`src/rtl/exp_controller_if.sv`:
```
// -----------------------------------------------------------------------------
// exp_controller_if
//   Bundles the control and handshake signals of exp_controller: the start
//   level, the datapath status flags, the datapath mux selects and load
//   strobes, the LCD req/ack handshake and the run status outputs.
//
//   modport master : controller side (drives selects, strobes, status, lcd_req)
//   modport slave  : datapath / LCD / top-level side (drives start, flags, ack)
//
//   Signals
//     start          top-level start level
//     n_grtr_0       datapath n register is nonzero
//     n_lsb          bit 0 of datapath n register
//     lcd_ack        LCD controller accepted the result
//     sel_a_reg      0 = load a_i, 1 = load a*a
//     sel_n_reg      0 = load n_i, 1 = load n>>1
//     sel_result_reg 0 = load 1,   1 = load result*a
//     ld_a, ld_n, ld_result, ld_output   datapath load strobes
//     lcd_req        result valid for the LCD, held until ack
//     busy           controller is not idle
//     done           one-cycle pulse on handshake completion
//     err            one-cycle pulse on abort
//     iter_cnt       LOOP update steps taken in the current run
// -----------------------------------------------------------------------------
interface exp_controller_if;
    logic       start;
    logic       n_grtr_0;
    logic       n_lsb;
    logic       lcd_ack;
    logic       sel_a_reg;
    logic       sel_n_reg;
    logic       sel_result_reg;
    logic       ld_a;
    logic       ld_n;
    logic       ld_result;
    logic       ld_output;
    logic       lcd_req;
    logic       busy;
    logic       done;
    logic       err;
    logic [3:0] iter_cnt;

    modport master (
        input  start, n_grtr_0, n_lsb, lcd_ack,
        output sel_a_reg, sel_n_reg, sel_result_reg,
        output ld_a, ld_n, ld_result, ld_output,
        output lcd_req, busy, done, err, iter_cnt
    );

    modport slave (
        output start, n_grtr_0, n_lsb, lcd_ack,
        input  sel_a_reg, sel_n_reg, sel_result_reg,
        input  ld_a, ld_n, ld_result, ld_output,
        input  lcd_req, busy, done, err, iter_cnt
    );
endinterface

```
`src/rtl/exp_controller.sv`:
```
// -----------------------------------------------------------------------------
// exp_controller
//   Sequences a square-and-multiply exponent datapath to compute a^n, then
//   hands the result to the LCD controller over a req/ack handshake.
//
//   Ports
//     clk  : system clock, rising edge
//     rst  : asynchronous, active-high reset
//     bus  : exp_controller_if.master (datapath controls, flags, LCD handshake)
//
//   Parameters
//     ITER_LIMIT  : LOOP update steps allowed before the run aborts (n width)
//     ACK_TIMEOUT : REPORT cycles without lcd_ack before timing out
//
//   Build option
//     LCD_TIMEOUT_EN : when defined, REPORT gives up after ACK_TIMEOUT cycles
//                      without lcd_ack, pulsing err. When undefined, REPORT
//                      waits for lcd_ack indefinitely.
//
//   All strobes and selects are combinational decodes of state and the
//   datapath flags; the datapath registers them on the next edge.
// -----------------------------------------------------------------------------
module exp_controller #(
    parameter int unsigned ITER_LIMIT  = 8,
    parameter int unsigned ACK_TIMEOUT = 1023
) (
    input  logic             clk,
    input  logic             rst,
    exp_controller_if.master bus
);

    typedef enum logic [2:0] {
        IDLE   = 3'd0,
        LOAD   = 3'd1,
        LOOP   = 3'd2,
        WRITE  = 3'd3,
        REPORT = 3'd4
    } state_t;

    // Elaboration-time parameter sanity checks.
    if (ITER_LIMIT < 1 || ITER_LIMIT > 15) begin : g_bad_iter_limit
        $error("ITER_LIMIT must fit the 4-bit iter_cnt");
    end
    if (ACK_TIMEOUT < 1) begin : g_bad_ack_timeout
        $error("ACK_TIMEOUT must be at least 1");
    end

    state_t     state_q, state_d;
    logic [3:0] iter_cnt_q, iter_cnt_d;

`ifdef LCD_TIMEOUT_EN
    localparam int unsigned TMO_W = $clog2(ACK_TIMEOUT + 1);
    logic [TMO_W-1:0] tmo_cnt_q, tmo_cnt_d;
`endif

    // NOTE: combinational logic uses blocking '=' and gives every output a
    // default first, so no path through the case statement infers a latch.
    always_comb begin
        state_d            = state_q;
        iter_cnt_d         = iter_cnt_q;
        bus.sel_a_reg      = 1'b0;
        bus.sel_n_reg      = 1'b0;
        bus.sel_result_reg = 1'b0;
        bus.ld_a           = 1'b0;
        bus.ld_n           = 1'b0;
        bus.ld_result      = 1'b0;
        bus.ld_output      = 1'b0;
        bus.lcd_req        = 1'b0;
        bus.done           = 1'b0;
        bus.err            = 1'b0;
        bus.busy           = (state_q != IDLE);
`ifdef LCD_TIMEOUT_EN
        tmo_cnt_d          = tmo_cnt_q;
`endif

        case (state_q)
            IDLE: begin
                if (bus.start) begin
                    state_d    = LOAD;
                    iter_cnt_d = 4'd0;
                end
            end

            LOAD: begin
                // All selects stay 0: a = a_i, n = n_i, result = 1.
                bus.ld_a      = 1'b1;
                bus.ld_n      = 1'b1;
                bus.ld_result = 1'b1;
                state_d       = LOOP;
            end

            LOOP: begin
                if (bus.n_grtr_0) begin
                    if (iter_cnt_q == 4'(ITER_LIMIT)) begin
                        // n failed to reach zero within its own bit width.
                        bus.err = 1'b1;
                        state_d = IDLE;
                    end else begin
                        bus.ld_a      = 1'b1;
                        bus.sel_a_reg = 1'b1;
                        bus.ld_n      = 1'b1;
                        bus.sel_n_reg = 1'b1;
                        // result*a is formed from the pre-square a because
                        // both registers update on the same edge.
                        if (bus.n_lsb) begin
                            bus.ld_result      = 1'b1;
                            bus.sel_result_reg = 1'b1;
                        end
                        iter_cnt_d = iter_cnt_q + 4'd1;
                    end
                end else begin
                    state_d = WRITE;
                end
            end

            WRITE: begin
                bus.ld_output = 1'b1;
                state_d       = REPORT;
`ifdef LCD_TIMEOUT_EN
                tmo_cnt_d     = '0;
`endif
            end

            REPORT: begin
                bus.lcd_req = 1'b1;
                if (bus.lcd_ack) begin
                    bus.done = 1'b1;
                    state_d  = IDLE;
                end
`ifdef LCD_TIMEOUT_EN
                else if (tmo_cnt_q == TMO_W'(ACK_TIMEOUT)) begin
                    // Give up on the LCD; the output register keeps its value.
                    bus.err = 1'b1;
                    state_d = IDLE;
                end else begin
                    tmo_cnt_d = tmo_cnt_q + 1'b1;
                end
`endif
            end

            default: begin
                state_d = IDLE;
            end
        endcase
    end

    assign bus.iter_cnt = iter_cnt_q;

    // NOTE: sequential state uses non-blocking '<=' so every flop samples
    // pre-edge values regardless of statement order.
    always_ff @(posedge clk or posedge rst) begin
        if (rst) begin
            state_q    <= IDLE;
            iter_cnt_q <= 4'd0;
        end else begin
            state_q    <= state_d;
            iter_cnt_q <= iter_cnt_d;
        end
    end

`ifdef LCD_TIMEOUT_EN
    always_ff @(posedge clk or posedge rst) begin
        if (rst) begin
            tmo_cnt_q <= '0;
        end else begin
            tmo_cnt_q <= tmo_cnt_d;
        end
    end
`endif

endmodule

```
`src/flat_wrapper.sv`:
```
// flat-port wrapper written by rule: the top's interface ports become plain ports
module exp_controller_flat 
#(
    parameter int unsigned ITER_LIMIT  = 8,
    parameter int unsigned ACK_TIMEOUT = 1023
)
  (clk, rst, bus_start, bus_n_grtr_0, bus_n_lsb, bus_lcd_ack, bus_sel_a_reg, bus_sel_n_reg, bus_sel_result_reg, bus_ld_a, bus_ld_n, bus_ld_result, bus_ld_output, bus_lcd_req, bus_busy, bus_done, bus_err, bus_iter_cnt);
  exp_controller_if bus_i ();
  input  logic clk;
  input  logic rst;
  input wire logic [$bits(bus_i.start)-1:0] bus_start;
  input wire logic [$bits(bus_i.n_grtr_0)-1:0] bus_n_grtr_0;
  input wire logic [$bits(bus_i.n_lsb)-1:0] bus_n_lsb;
  input wire logic [$bits(bus_i.lcd_ack)-1:0] bus_lcd_ack;
  output wire logic [$bits(bus_i.sel_a_reg)-1:0] bus_sel_a_reg;
  output wire logic [$bits(bus_i.sel_n_reg)-1:0] bus_sel_n_reg;
  output wire logic [$bits(bus_i.sel_result_reg)-1:0] bus_sel_result_reg;
  output wire logic [$bits(bus_i.ld_a)-1:0] bus_ld_a;
  output wire logic [$bits(bus_i.ld_n)-1:0] bus_ld_n;
  output wire logic [$bits(bus_i.ld_result)-1:0] bus_ld_result;
  output wire logic [$bits(bus_i.ld_output)-1:0] bus_ld_output;
  output wire logic [$bits(bus_i.lcd_req)-1:0] bus_lcd_req;
  output wire logic [$bits(bus_i.busy)-1:0] bus_busy;
  output wire logic [$bits(bus_i.done)-1:0] bus_done;
  output wire logic [$bits(bus_i.err)-1:0] bus_err;
  output wire logic [$bits(bus_i.iter_cnt)-1:0] bus_iter_cnt;
  assign bus_i.start = bus_start;
  assign bus_i.n_grtr_0 = bus_n_grtr_0;
  assign bus_i.n_lsb = bus_n_lsb;
  assign bus_i.lcd_ack = bus_lcd_ack;
  assign bus_sel_a_reg = bus_i.sel_a_reg;
  assign bus_sel_n_reg = bus_i.sel_n_reg;
  assign bus_sel_result_reg = bus_i.sel_result_reg;
  assign bus_ld_a = bus_i.ld_a;
  assign bus_ld_n = bus_i.ld_n;
  assign bus_ld_result = bus_i.ld_result;
  assign bus_ld_output = bus_i.ld_output;
  assign bus_lcd_req = bus_i.lcd_req;
  assign bus_busy = bus_i.busy;
  assign bus_done = bus_i.done;
  assign bus_err = bus_i.err;
  assign bus_iter_cnt = bus_i.iter_cnt;
  exp_controller #(.ITER_LIMIT(ITER_LIMIT), .ACK_TIMEOUT(ACK_TIMEOUT)) u_core (.clk(clk), .rst(rst), .bus(bus_i));
endmodule
```
`config.mk`:
```
export PLATFORM = sky130hd
export DESIGN_NAME = exp_controller_flat
export DESIGN_NICKNAME = d
export VERILOG_FILES = /design/src/rtl/exp_controller_if.sv /design/src/rtl/exp_controller.sv /design/src/flat_wrapper.sv
export SDC_FILE = /design/constraint.sdc
export NUM_CORES = 1
export LEC_CHECK = 0
export ABC_AREA = 1
export CAP_MARGIN = 20
export CORE_AREA = 2 2 39 41
export DETAILED_ROUTE_END_ITERATION = 7
export DIE_AREA = 0 0 41 43
export PLACE_DENSITY = 0.75
export SYNTH_ARGS = -nofsm -noshare
export SYNTH_HDL_FRONTEND = slang
export SYNTH_SLANG_ARGS = --single-unit
```
`constraint.sdc`:
```
create_clock -name clk -period 2.45 [get_ports clk]
set_clock_uncertainty 0.1 [all_clocks]
set_input_delay 0.245 -clock clk [delete_from_list [all_inputs] [get_ports clk]]
set_output_delay 0.245 -clock clk [all_outputs]
set_load 0.05 [all_outputs]
```
==> impl_results.md, run 1 <==
- Fin. Hold Viols: 0
- Die X: just over 40 µm
- Crit-path cells: nor2_2, nand2_1, nor2_1, clkdlybuf4s50_1
- Setup TNS Final: 0 ns
- Crit path depth: 4
- Die height: 43 µm
- Initial Util: between 30% and 40%
- Largest net degree at the start of global routing: 8
- Post-CTS resize count: 0
- Cell family with most CP delay: buffers and inverters
- Vias per inst: around 4.4
- Htree depth: 1
- CP startpoint: u_core.state_q[0]
- Max clock buf depth: 2
- WP data arrival: between 1.5 and 2 ns
- Clock sinks: 7
- Reg2reg start: u_core.bus.iter_cnt[0]
- Total setup buffers inserted after CTS: 0
- Fillers: about 130
- Status: finished clean
- Syn Nets: 74
- CP Buf/Inv Count: 1
- Share of cells above drive strength 1: 25.0%
- Synthesis-to-finish area growth: 44.4%
- Initial antenna violation count: 0
- FF+latch area: approximately 180 µm²
- Maximum VDD drop: about 0.00085 V
- Final-stage net count: 97
- Tcrit/Tclk final: roughly 90%
- Internal reg-to-reg setup slack: approximately 1.1 ns
- Reg2reg end: u_core.bus.iter_cnt[1]
- Num ports: 21
- First-pass GRT wire length: around 1.8 mm
- Gr usage total: 15.6%
- Finish-stage setup viols: 0
- # rows: 14
- Synth area leader: dfrtp_1
- Netlist Area Pre-Place: 495 µm²
- Final HPWL DP: ~840 µm
- Synth area leaders: dfrtp_1 35%, nand2_1 15%, inv_1 6.8%
- Post-synthesis sequential area ratio: a little over a third
- Worst Tran Pin Value: 0.511 ns
- FF-to-FF path depth: 7
- Placed Area: a little under 700 µm²
- Setup CP Type: flip-flop to primary output
- Routed len/inst: 9.91 µm
- Yosys cell types: 19
- RSZ-0062 raised after global routing: false
- Relative slew slack: about two thirds
- Syn Area/Cell: roughly 7.5 µm²
- PwrDens: 1430 nW/µm²
- Max Clk Rate: ~0.45 GHz
- Core Area: between 1000 and 1500 µm²
- Crit-path max cell delay: 0.80 ns
- Global route total overflow: 0
- Post-route ant nets: 0
- Clk Latency, worst-skew pair: roughly 0.26 ns
- DR DRC count: 0
- LEAKAGE: 0.400 nW
- Initial DRC count: 9
- Routed via count: 461
- CP max-delay cell: clkdlybuf4s50_1
- Multi-input gate area: between 200 and 300 µm²
- CP required: about 2.1 ns
- # diodes: 0
- Critical path capture point type: primary output
- Clock Root Buffer: clkbuf_4
- Synth Warn #: 0
- Worst Hold Class: input pin to async pin
- RePlAce Congestion: ~0.78
- CTS buffer count: 3
- WL final: between 1 and 1.5 mm
- Port buffer count: 20
- Cell area after layout: between 700 and 800 µm²
- Max Cap Viol: 0
- Cells after Synth: 66
- Hold_buf cts: 0
- Max-slew violation count: 0
- Total die area: around 1800 µm²
- End point of the critical path: bus_done
- Critical path peak fanout: 6
- Synthesized flop and latch total: 7
- Post-route minimum period: approximately 2.2 ns
- Startpoint Class: flip-flop
- Clk slew on worst S/H paths: around 0.06 ns
- CTS tree: done
- Synth top area share: between 30% and 40%
- Pre-antenna DRT Iters: 4
- Vias in the first global route: 440
-- metrics by stage --
step | hold slack (ns) | worst slack (ns) | power [mW] | std cells | util (%)
6_report | 0.113 | 0.218 | 1.03 | 104 | 51.7
5_1_grt | 0.146 | 0.108 | 1.10 | 104 | 51.7
4_1_cts | 0.115 | 0.198 | 1.03 | 104 | 51.7
3_5_place_dp | 0.397 | 0.449 | 0.918 | 100 | 49.8
3_3_place_gp | 0.392 | 0.463 | 0.911 | 100 | 49.8
2_1_floorplan | -0.0516 | 0.157 | 0.742 | 66 | -
-- cell usage after synthesis, drive strengths merged --
| cell type | number |
|---|---|
| nor2 | 6 |
| xor2 | 1 |
| inv | 12 |
| nand2 | 23 |
| xnor2 | 1 |
| buf | 2 |
| nor4 | 1 |
| nand3b | 2 |
| dfrtp | 7 |
| ha | 2 |
| o21ai | 1 |
| nand3 | 7 |
| clkinv | 1 |
-- kinds of logic after synthesis --
| logic type | synth area share, % |
|---|---|
| AO/OA/AOI/OAI | 1.01 |
| XOR/XNOR | 3.54 |
| adder cells (fa/ha/maj) | 5.05 |
| buffers and inverters | 13.1 |
| flip-flops | 35.4 |
| AND/OR/NAND/NOR | 41.9 |
-- cell usage in the layout (no fill, tap or decap), types with 2 or more instances in the layout --
| cell | netlist | final |
|---|---|---|
| inv_2 | 3 | 3 |
| inv_1 | 9 | 9 |
| nand2_1 | 20 | 20 |
| nand2_2 | 3 | 3 |
| dfrtp_1 | 7 | 7 |
| clkbuf_4 | 0 | 3 |
| buf_4 | 2 | 7 |
| ha_1 | 2 | 2 |
| clkdlybuf4s50_1 | 0 | 13 |
| nand3_1 | 6 | 6 |
| nor2_1 | 4 | 4 |
-- worst register-to-register path: cells and delay by family (launching register included) --
| kind | cells | cell delay [ns] |
|---|---|---|
| buffers and inverters | 2 | 0.20 |
| adder cells (fa/ha/maj) | 1 | 0.21 |
| AND/OR/NAND/NOR | 4 | 0.36 |
| flip-flops | 1 | 0.42 |
-- cell type report --
class	count	area share, %
clock buffers	4	3.67
inverters	13	6.99
multi-input cells	44	36.5
flip-flops and latches	7	24.5
well taps	16	2.80
repair buffers	20	25.5
-- flip-flops by register name, indices dropped and copies added (netlist names) --
signal	flops
u_core.bus.iter_cnt	4
u_core.state_q	3
-- power by group --
group          switching (mW)  total [mW]  internal (mW)
Sequential             0.0557       0.209          0.154
Clock                  0.0490       0.112         0.0626
Combinational           0.490       0.705          0.215
-- worst min-delay path by stage --
stage | start | to | cells after the start
6_report | rst | u_core.bus.iter_cnt[0] | 2
4_1_cts | rst | u_core.bus.iter_cnt[0] | 2
3_5_place_dp | rst | u_core.bus.iter_cnt[0] | 2
2_1_floorplan | rst | u_core.bus.iter_cnt[0] | 1
5_1_grt | rst | u_core.bus.iter_cnt[0] | 2
3_3_place_gp | rst | u_core.bus.iter_cnt[0] | 2
-- layer usage --
| layer | vias to the layer above | share of wire (%) | routed length (µm) | GRT usage [%] |
|---|---|---|---|---|
| met4 | 0 | 3.6 | 37 | 13.3 |
| met5 | - | 0 | 0 | 0 |
| li1 | 241 | - | - | - |
| met3 | 5 | 4.7 | 48 | 3.14 |
| met1 | 203 | 43 | 447 | 21.5 |
| met2 | 12 | 48 | 498 | 19.7 |
Note: power is estimated with default switching activity, not from simulation.
==> run 2, diff against run 1 <==
--- a/config.mk
+++ b/config.mk
@@ -11,6 +11,7 @@
 export DETAILED_ROUTE_END_ITERATION = 7
 export DIE_AREA = 0 0 41 43
 export PLACE_DENSITY = 0.75
+export REMOVE_ABC_BUFFERS = 1
 export SYNTH_ARGS = -nofsm -noshare
 export SYNTH_HDL_FRONTEND = slang
 export SYNTH_SLANG_ARGS = --single-unit
==> impl_results.md, run 2 (same netlist as run 1, synthesis figures left out) <==
- DR DRC count: 0
- Final-stage net count: 97
- Routed len/inst: about 9.8 µm
- Status: finished clean
- Non-filler instance count after layout: between 100 and 150
- Final Worst Setup Slack: between 0.2 and 0.25 ns
- Global route total overflow: 0
- WP data arrival: about 1.9 ns
- Vias per inst: ~4.5
- Cell area after layout: around 710 µm²
- Core Area: ~1400 µm²
- Post-route ant nets: 0
- Cell family with most CP delay: buffers and inverters
- CP max-delay cell: clkdlybuf4s50_1
- WL final: between 1 and 1.5 mm
- Max clock buf depth: 2
- Largest net degree at the start of global routing: 8
- Pre-antenna DRT Iters: 4
- Clock Root Buffer: clkbuf_4
- Crit-path cells: nor2_2, nand2_1, nor2_1, clkdlybuf4s50_1
- CTS tree: done
- Clk Latency, worst-skew pair: 0.25 ns
- Critical path peak fanout: 6
- Maximum VDD drop: around 0.00067 V
- Initial Util: approximately 36%
- Total setup buffers inserted after CTS: 0
- Crit-path max cell delay: around 0.80 ns
- First-pass GRT wire length: between 1.5 and 2 mm
- Synthesis-to-finish area growth: 43.2%
- Hold_buf cts: 0
- Gr usage total: about 15%
- CP required: around 2.1 ns
- Commonest non-fill, non-tap cell in the layout: nand2_1
- Initial antenna violation count: 0
- Die height: 43 µm
- Critical path capture point type: primary output
- Reg2reg end: u_core.bus.iter_cnt[2]
- Routed via count: about 470
- Dpl cells: 100
- Most frequent cells in the layout: 20 x nand2_1, 13 x clkdlybuf4s50_1, 9 x inv_1
- Fin. Hold Viols: 0
- # diodes: 0
- Worst Hold Class: input pin to async pin
- CTS buffer count: 3
- LEAKAGE: 0.399 nW
- Share of cells above drive strength 1: 23.9%
- Worst Tran Pin Value: between 0.4 and 0.5 ns
- Clock sinks: 7
- Max Cap Viol: 0
- Finish-stage setup viols: 0
- # rows: 14
- Place WS: between 0.4 and 0.5 ns
- Final HPWL DP: slightly above 800 µm
- Num ports: 21
- Largest register FFs: 4
- RSZ-0062 raised after global routing: false
- FF-to-FF path depth: 7
- Post-CTS resize count: 0
- PwrDens: approximately 1400 nW/µm²
- Clk slew on worst S/H paths: about 0.050 ns
- Internal reg-to-reg setup slack: around 1.1 ns
- Placed Area: about 700 µm²
- Setup CP Type: flip-flop to primary output
- Startpoint Class: flip-flop
- Post-route minimum period: approximately 2.2 ns
- RePlAce Congestion: 0.671
- Initial DRC count: 4
- Htree depth: 1
- Tcrit/Tclk final: 90.2%
- Port buffer count: 20
- CP Buf/Inv Count: 1
- Die X: 41 µm
- Max-slew violation count: 0
- Max Clk Rate: about 0.45 GHz
- Relative slew slack: between 60% and 70%
- Crit path depth: 4
- Vias in the first global route: 408
- Reg2reg start: u_core.bus.iter_cnt[0]
- Total die area: 1760 µm²
run 2: layout make-up:
cell class              count  area (µm²)
inverters                  13        50.0
clock buffers               4        26.3
well taps                  16        20.0
fillers                   139         674
multi-input cells          44         255
repair buffers             20         183
flip-flops and latches      7         175
run 2: layer usage:
layer | vias up | track usage, % | share of wire [%]
li1 | 241 | - | -
met3 | 4 | 4.71 | 6.3
met4 | 0 | 12.0 | 1.6
met1 | 211 | 18.5 | 46
met5 | - | 0 | 0
met2 | 17 | 19.7 | 46
run 2: worst reg2reg max path: cells and delay by family (launching register included):
kind,cells,cell delay (ns)
flip-flops,1,0.42
AND/OR/NAND/NOR,4,0.36
buffers and inverters,2,0.20
adder cells (fa/ha/maj),1,0.20
run 2: worst max path at each step:
stage                      startpoint        to  slack (ns)
6_report            u_core.state_q[0]  bus_done        0.24
3_5_place_dp              bus_lcd_ack  bus_done        0.46
4_1_cts             u_core.state_q[0]  bus_done        0.24
3_3_place_gp              bus_lcd_ack  bus_done        0.46
2_1_floorplan  u_core.bus.iter_cnt[0]   bus_err       -0.39
5_1_grt             u_core.state_q[0]  bus_done        0.12
run 2: per-stage QoR:
stage,TNS [ns],utilization (%),power [mW],hold slack [ns]
floorplan,-0.385,-,0.718,-0.0516
global placement,0,49.4,0.907,0.400
detailed placement,0,49.4,0.917,0.407
CTS,0,51.3,1.03,0.138
global route,0,51.3,1.09,0.173
finish,0,51.3,1.01,0.129
run 2: power breakdown:
group	switching (mW)	internal [mW]	total, mW
sequential	0.0535	0.154	0.207
combinational	0.488	0.214	0.702
clock	0.0429	0.0622	0.105
total	0.584	0.430	1.01
==> run 3, diff against run 2 <==
--- a/config.mk
+++ b/config.mk
@@ -10,7 +10,7 @@
 export CORE_AREA = 2 2 39 41
 export DETAILED_ROUTE_END_ITERATION = 7
 export DIE_AREA = 0 0 41 43
-export PLACE_DENSITY = 0.75
+export PLACE_DENSITY = 0.72
 export REMOVE_ABC_BUFFERS = 1
 export SYNTH_ARGS = -nofsm -noshare
 export SYNTH_HDL_FRONTEND = slang
==> constraint.sdc (replaced) <==
create_clock -name clk -period 2.6 [get_ports clk]
set_clock_uncertainty 0.1 [all_clocks]
set_input_delay 0.26 -clock clk [delete_from_list [all_inputs] [get_ports clk]]
set_output_delay 0.26 -clock clk [all_outputs]
set_load 0.05 [all_outputs]
==> impl_results.md, run 3 (same netlist as run 1, synthesis figures left out) <==
- Status: finished clean
- CTS buffer count: 3
- Place WS: between 0.3 and 0.4 ns
- Largest register FFs: 4
- Max Clk Rate: roughly 0.40 GHz
- Worst Hold Class: input pin to async pin
- CP max-delay cell: clkdlybuf4s50_1
- Relative slew slack: 66.3%
- Final-stage net count: between 90 and 100
- Fin. Hold Viols: 0
- WP data arrival: roughly 2.1 ns
- Vias in the first global route: around 440
- DR DRC count: 0
- Clock Root Buffer: clkbuf_4
- Num ports: 21
- # rows: 14
- Initial Util: ~36%
- Setup CP Type: flip-flop to primary output
- Hold_buf cts: 0
- Routed len/inst: 10.2 µm
- PwrDens: around 1300 nW/µm²
- Clock sinks: 7
- Commonest non-fill, non-tap cell in the layout: nand2_1
- Die height: between 40 and 50 µm
- Maximum VDD drop: 0.000568 V
- CTS tree: done
- Clk slew on worst S/H paths: 0.06 ns
- RSZ-0062 raised after global routing: false
- Post-route ant nets: 0
- Pre-antenna DRT Iters: 2
- Initial DRC count: 5
- Crit-path cells: inv_1, ha_1, nand3b_4, nand3_4, clkinv_2, clkdlybuf4s50_1
- Final Worst Setup Slack: 0.131 ns
- Critical path capture point type: primary output
- Post-CTS resize count: 0
- Most frequent cells in the layout: 20 x nand2_1, 18 x clkdlybuf4s50_1, 9 x inv_1
- Dpl cells: 100
- Total setup buffers inserted after CTS: 0
- Finish-stage setup viols: 0
- Global route total overflow: 0
- Max Cap Viol: 0
- Initial antenna violation count: 0
- Core Area: around 1400 µm²
- Synthesis-to-finish area growth: 46.7%
- Max-slew violation count: 0
- Crit-path max cell delay: slightly above 0.8 ns
- Port buffer count: 20
- Non-filler instance count after layout: 104
- Vias per inst: ~4.6
- CP required: around 2.2 ns
- Largest net degree at the start of global routing: 8
- CP Buf/Inv Count: 3
- Cell family with most CP delay: buffers and inverters
- Clk Latency, worst-skew pair: 0.25 ns
- Max clock buf depth: 2
- Total die area: ~1800 µm²
- Htree depth: 1
- Worst Tran Pin Value: a little over 0.5 ns
- Tcrit/Tclk final: between 90% and 100%
- Share of cells above drive strength 1: between 10% and 20%
- WL final: roughly 1.1 mm
- Gr usage total: approximately 15%
- Post-route minimum period: 2.47 ns
- # diodes: 0
- Routed via count: a little under 500
- Critical path peak fanout: 6
- Final HPWL DP: between 800 and 900 µm
- RePlAce Congestion: between 0.6 and 0.7
- Startpoint Class: flip-flop
- First-pass GRT wire length: 1.79 mm
- LEAKAGE: about 0.40 nW
- Die X: between 40 and 50 µm
## run 3: stage by stage
step           area [µm²]  hold WS, ns  util (%)  setup TNS, ns  total power, mW
2_1_floorplan         480      -0.0366         -         -0.250            0.676
3_3_place_gp          698        0.415      50.5              0            0.873
3_5_place_dp          698        0.421      50.5              0            0.877
4_1_cts               724        0.149      52.4              0            0.984
5_1_grt               727        0.161      52.5              0             1.04
6_report              727        0.135      52.5              0            0.976
## run 3: path summary, 6_finish.rpt
kind / slack [ns] / end / start / depth (start not counted)
hold / removal: 0.13 / u_core.state_q[1] / rst / 2
max in group asynchronous: 2.05 / u_core.state_q[0] / rst / 2
min in group clk: 0.46 / u_core.bus.iter_cnt[1] / u_core.bus.iter_cnt[1] / 2
hold reg to reg: 0.46 / u_core.bus.iter_cnt[1] / u_core.bus.iter_cnt[1] / 2
setup / recovery: 0.13 / bus_sel_a_reg / u_core.bus.iter_cnt[0] / 6
setup reg to reg: 1.21 / u_core.bus.iter_cnt[0] / u_core.bus.iter_cnt[0] / 7
## run 3: routing by layer
layer | up-vias | routed length, µm | track usage [%]
li1 | 243 | - | -
met1 | 228 | 468 | 19.3
met2 | 10 | 535 | 22.2
met3 | 2 | 46 | 3.14
met4 | 0 | 12 | 10.0
met5 | - | 0 | 0
## run 3: worst reg2reg max path, delay by kind of cell (launching register included)
family                   cells  cell delay [ns]
buffers and inverters        2             0.21
flip-flops                   1             0.42
adder cells (fa/ha/maj)      1             0.19
AND/OR/NAND/NOR              4             0.36
## run 3: area by class of cell
type                       count  area (µm²)
fill                         142         657
multi-input combinational     44         255
timing repair buffer          20         200
sequential                     7         175
inverter                      13        50.0
clock buffer                   4        26.3
tap                           16        20.0
## run 3: where the power goes
group	total [mW]	internal [mW]	switching, mW
combinational	0.677	0.215	0.462
clock	0.102	0.0588	0.0434
sequential	0.196	0.145	0.0515
total	0.976	0.419	0.557
